`config.mk`:
```
export PLATFORM = sky130hd
export DESIGN_NAME = timer_irq_sched
export DESIGN_NICKNAME = d
export VERILOG_FILES = /design/src/rtl/timer_irq_sched.sv
export SDC_FILE = /design/constraint.sdc
export NUM_CORES = 1
export LEC_CHECK = 0
export BUFFER_PORTS_ARGS = -buffer_cell sky130_fd_sc_hd__buf_4
export CAP_MARGIN = 0
export CORE_AREA = 3 3 168 170
export CTS_CLUSTER_SIZE = 16
export DETAILED_ROUTE_END_ITERATION = 8
export DIE_AREA = 0 0 171 173
export GPL_TIMING_DRIVEN = 0
export SYNTH_ARGS = -nofsm -noshare
export SYNTH_HDL_FRONTEND = slang
export SYNTH_SLANG_ARGS = --single-unit
```
`constraint.sdc`:
```
create_clock -name clk -period 1.9 [get_ports clk]
set_input_delay 0.095 -clock clk [delete_from_list [all_inputs] [get_ports clk]]
set_output_delay 0.095 -clock clk [all_outputs]
set_load 0.05 [all_outputs]
```
`src/rtl/timer_irq_sched.sv`:
```
// timer_irq_sched: four-channel tick-driven alarm scheduler with one shared irq line.
// Channels count down on each tick, set a pending flag on expiry, and reload (periodic) or stop (oneshot).
// Optional macro TIMER_SCHED_READ_LATCH_EN: a low-byte count read snapshots the high byte so that
// a following high-byte read is coherent across ticks.
module timer_irq_sched #(
  parameter int unsigned NUM_CH = 4,
  parameter int unsigned CNT_W  = 16
) (
  input  logic       clk,
  input  logic       reset,
  input  logic       tick,
  input  logic       cs,
  input  logic       rwb,
  input  logic [3:0] addr,
  input  logic [7:0] i_data,
  output logic [7:0] o_data,
  output logic       irq
);

  localparam logic [3:0] CH_MASK = 4'((1 << NUM_CH) - 1);
  localparam logic [3:0] A_CTRL  = 4'd8;
  localparam logic [3:0] A_STAT  = 4'd9;
  localparam logic [3:0] A_MASK  = 4'd10;
  localparam logic [3:0] A_VEC   = 4'd11;

  logic [CNT_W-1:0] count  [NUM_CH];
  logic [CNT_W-1:0] reload [NUM_CH];
  logic [7:0]       stage  [NUM_CH];
  logic [3:0]       enable;
  logic [3:0]       oneshot;
  logic [3:0]       pending;
  logic [3:0]       mask;
  logic             wr;
  logic [3:0]       arm;
  logic [3:0]       expire;
  logic [3:0]       clr;
  logic [3:0]       active;
  logic [7:0]       vector;

  assign wr  = cs & ~rwb;
  assign clr = (wr && addr == A_STAT) ? i_data[3:0] : 4'b0000;

  // Per-channel arm strobes and expiry events; an arm on the same edge suppresses that tick.
  always_comb begin
    arm    = '0;
    expire = '0;
    for (int n = 0; n < int'(NUM_CH); n++) begin
      arm[n]    = wr && (addr == 4'(2 * n));
      expire[n] = tick && enable[n] && !arm[n] && (count[n] == CNT_W'(1));
    end
  end

  // Lowest-numbered pending-and-unmasked channel wins the vector.
  always_comb begin
    active = pending & mask;
    vector = '0;
    for (int n = 3; n >= 0; n--) begin
      if (active[n]) vector = {1'b1, 5'b00000, 2'(n)};
    end
  end

  // Counters, reloads, staging bytes, control, status, mask and registered irq.
  always_ff @(posedge clk or negedge reset) begin
    if (!reset) begin
      for (int n = 0; n < int'(NUM_CH); n++) begin
        count[n]  <= '0;
        reload[n] <= '0;
        stage[n]  <= '0;
      end
      enable  <= '0;
      oneshot <= '0;
      pending <= '0;
      mask    <= '0;
      irq     <= 1'b0;
    end else begin
      for (int n = 0; n < int'(NUM_CH); n++) begin
        if (arm[n]) begin
          count[n]  <= CNT_W'({stage[n], i_data});
          reload[n] <= CNT_W'({stage[n], i_data});
        end else if (tick && enable[n] && count[n] != '0) begin
          if (count[n] == CNT_W'(1)) count[n] <= oneshot[n] ? '0 : reload[n];
          else                       count[n] <= count[n] - CNT_W'(1);
        end
        if (wr && addr == 4'(2 * n + 1)) stage[n] <= i_data;
      end

      if (wr && addr == A_CTRL) begin
        enable  <= i_data[3:0] & CH_MASK;
        oneshot <= i_data[7:4] & CH_MASK;
      end else begin
        enable  <= (enable & ~(expire & oneshot)) | arm;
      end

      pending <= ((pending & ~clr) | expire) & CH_MASK;

      if (wr && addr == A_MASK) mask <= i_data[3:0] & CH_MASK;

      irq <= |active;
    end
  end

`ifdef TIMER_SCHED_READ_LATCH_EN
  logic       rd;
  logic [7:0] shadow [NUM_CH];

  assign rd = cs & rwb;

  // Snapshot the high byte whenever the matching low byte is read.
  always_ff @(posedge clk or negedge reset) begin
    if (!reset) begin
      for (int n = 0; n < int'(NUM_CH); n++) shadow[n] <= '0;
    end else begin
      for (int n = 0; n < int'(NUM_CH); n++) begin
        if (rd && addr == 4'(2 * n)) shadow[n] <= count[n][15:8];
      end
    end
  end
`endif

  // Combinational read mux; absent channels and reserved addresses read 0.
  always_comb begin
    o_data = '0;
    for (int n = 0; n < int'(NUM_CH); n++) begin
      if (addr == 4'(2 * n)) o_data = count[n][7:0];
`ifdef TIMER_SCHED_READ_LATCH_EN
      if (addr == 4'(2 * n + 1)) o_data = shadow[n];
`else
      if (addr == 4'(2 * n + 1)) o_data = count[n][15:8];
`endif
    end
    case (addr)
      A_CTRL:  o_data = {oneshot, enable};
      A_STAT:  o_data = {4'b0000, pending};
      A_MASK:  o_data = {4'b0000, mask};
      A_VEC:   o_data = vector;
      default: ;
    endcase
  end

endmodule

```
==> impl_metrics.ini <==
[grt]
grt_start_max_net_pins = 105
grt_pass1_vias = 9931
grt_usage = 0.255
antenna_found_initial = 3
grt_pass1_wl_um = 59000
grt-ovfl-total = 0

[synthesis]
synth-async-reset-ratio = 1.00
yosysWarnings = 0
synth_area_leader_cell = dfrtp_1
synthTopCellsByCount = nand2_1 (217), dfrtp_1 (177), o21ai_0 (84), nor2_1 (81), a21oi_1 (43)
ys.flop_type = dfrtp_1
yosys.area.top_type_share = 0.427
ys_types = 87
ys_seq_area_frac = 0.427
syn_area_um2 = 10400
synthTopCellsByArea = dfrtp_1 (43%), nand2_1 (7.8%), o21ai_0 (4.0%)
yosysMostFrequentCell = nand2_1
synth_nets = 1180
netlist_instances = 1151
ys_ff_latch = 177
synth_edf_count = 0
avgSynthCellArea_um2 = 9.02

[routing]
wl_met1_um = 16600
ant_nets = 0
dr.max_layer_used = met5
via_per_inst = 6.32
drc_errors = 0
drt_first_pass_iters = 6
wire_per_inst_um = 23.9
drt_wl_total_um = 40900
drt_iter0_drc = 1493
vias = 10800
route.met2.wl_um = 18600
met3WireLength_um = 3600

[sta]
slew_viol_final = 0
max-slew-margin-rel = 0.172
worst_pin_slew_ps = 1240
fmax_mhz = 434
hold_viol_final = 0
rsz0062_at_grt = true
timing.final.ws_setup_ps = -406
post-route-min-period_ps = 2310
finalCritPeriodShare = 1.21
setup_viol = 74
finClkSkew_ps = 10.3

[min_path]
hp-class = in -> reg

[clock_network]
htreeDepth = 4
cts_inserted_buffers = 17
clock_latency_ps = 440
clkTransAtPathRegs_ps = 70
cts_tree = yes
cts.path.max_buffers = 2
numClockSinks = 177
root_buffer = clkbuf_16

[worst_setup_path]
crit_type = reg -> out
path_max_fanout = 2
arrival_ps = 2210
critPathLaunchType = flop
crit_path_end_kind = output port
cp.required_ps = 1800

[power_and_ir_drop]
swShare = 0.410
p_int_mw = 11.1
clkPwrFrac = 0.192
peakVddDrop_v = 0.000676
switching_power_mw = 7.73
power_frac_comb = 0.475
power.density_nw_per_um2 = 1290
seq_power_share = 0.334
finalPower_mw = 18.9
p_leak_nw = 6.29

[placed_design]
dpl_cell_area_um2 = 11000
finalWeightedCongestion = 0.952
place_hpwl_um = 24200
port_buffers = 20

[layout]
layout.nets = 1387
final_cell_area_um2 = 14700
syn_to_final_growth_pct = 41.2
post_route_cells_drive_above_1_share = 0.395
final_util = 0.546
num_antenna_cells = 0

[floorplan]
dieArea_um2 = 29600
initial_core_util = 0.386
dieWidth_um = 171
die_h_um = 173
io_pins = 26
core.rowCount = 60
core_um2 = 26900

[status]
outcome = complete, but fails checks
violations = setup timing

[job]
maxCapViolCount = 0
-- per-layer routing --
layer / track usage / vias up
met3: 0.0473 / 180
met2: 0.385 / 671
met1: 0.363 / 5324
met4: 0.101 / 2
li1: - / 4645
met5: 0 / -
-- through the flow --
stage                     cells  hold WS, ps  TNS, ps  setup WS, ps
final                      1712         37.3    -8010          -406
after CTS                  1637         35.3    -2690          -380
after detailed placement   1513          107   -40720          -548
after floorplan            1151         -201        0          3.88
after global routing       1712         47.7   -12960          -441
after global placement     1512          384  -111360          -428
-- final timing paths --
kind | from | cells after the start | to | slack [ps]
hold / removal | i_data[3] | 3 | reload[3] | 40
min in group asynchronous | reset | 2 | count[19] | 210
setup / recovery | count[48] | 6 | o_data[0] | -410
setup reg to reg | count[48] | 9 | count[57] | -290
max in group asynchronous | reset | 3 | count[46] | 720
hold reg to reg | stage[9] | 2 | stage[9] | 480
-- worst max-delay path: stages (launching register included) --
cell and delay (ps):
dfrtp_1 390, clkbuf_8 150, mux4_2 460, mux2i_1 200, nor2_1 60, a221o_1 330
buf_6 170
-- kinds of logic after synthesis --
group,after synthesis,share of synthesized area
simple gates,475,0.228
compound gates,309,0.201
flops,177,0.427
buf+inv,110,0.0478
mux,57,0.0722
fa+ha+maj,12,0.0145
xor+xnor,11,0.00928
-- cell type report --
class,count,area (um2)
plain buffers,75,542
inverters,29,119
multi-input cells,864,6680
well taps,341,427
clock inverters,15,159
clock buffers,17,425
fillers,2244,12200
repair buffers,194,1840
flip-flops and latches,177,4470
-- power by group through the flow --
stage	Sequential (mW)	Combinational, mW	Clock (mW)
2_1_floorplan	5.60	3.66	0
3_3_place_gp	6.07	4.74	0
3_5_place_dp	6.07	4.83	0
4_1_cts	6.14	6.93	3.65
5_1_grt	6.40	9.45	3.81
6_report	6.30	8.95	3.61
-- registers in the layout (all words and copies together), names as in the netlist --
signal and count:
count 64, stage 32, oneshot 4, enable 4, pending 4, mask 4
reload 64, irq 1
-- placed cells by master (no fill, tap or decap), types with 7 or more instances in the layout --
master and n:
a211oi_1 9, a211oi_2 7, a21o_1 12, a21oi_1 33, a21oi_2 9, a221oi_2 7, a311oi_1 9, a31oi_1 19
and3_1 10, buf_2 18, buf_4 134, buf_6 55, buf_8 10, clkbuf_1 24, clkbuf_16 22, dfrtp_1 141
dfrtp_2 36, ha_4 9, inv_1 21, mux2_2 29, mux2i_1 16, mux4_2 10, nand2_1 213, nand3_1 13
nand4_1 10, nor2_1 68, nor2_4 10, nor3_1 21, nor3_2 8, nor3_4 8, nor4_4 14, o211ai_1 17
o21ai_0 45, o21ai_1 21, o21ai_2 19, o31ai_1 16
-- what timing repair did --
action,in CTS,in global routing
endpoints found under the setup margin,79,107
endpoints found under the hold margin,80,0
resized for setup,228,206
gates cloned,5,8
pin swaps,60,123
hold buffers,5,0
setup buffers,88,68
Note: power is estimated with default switching activity, not from simulation.
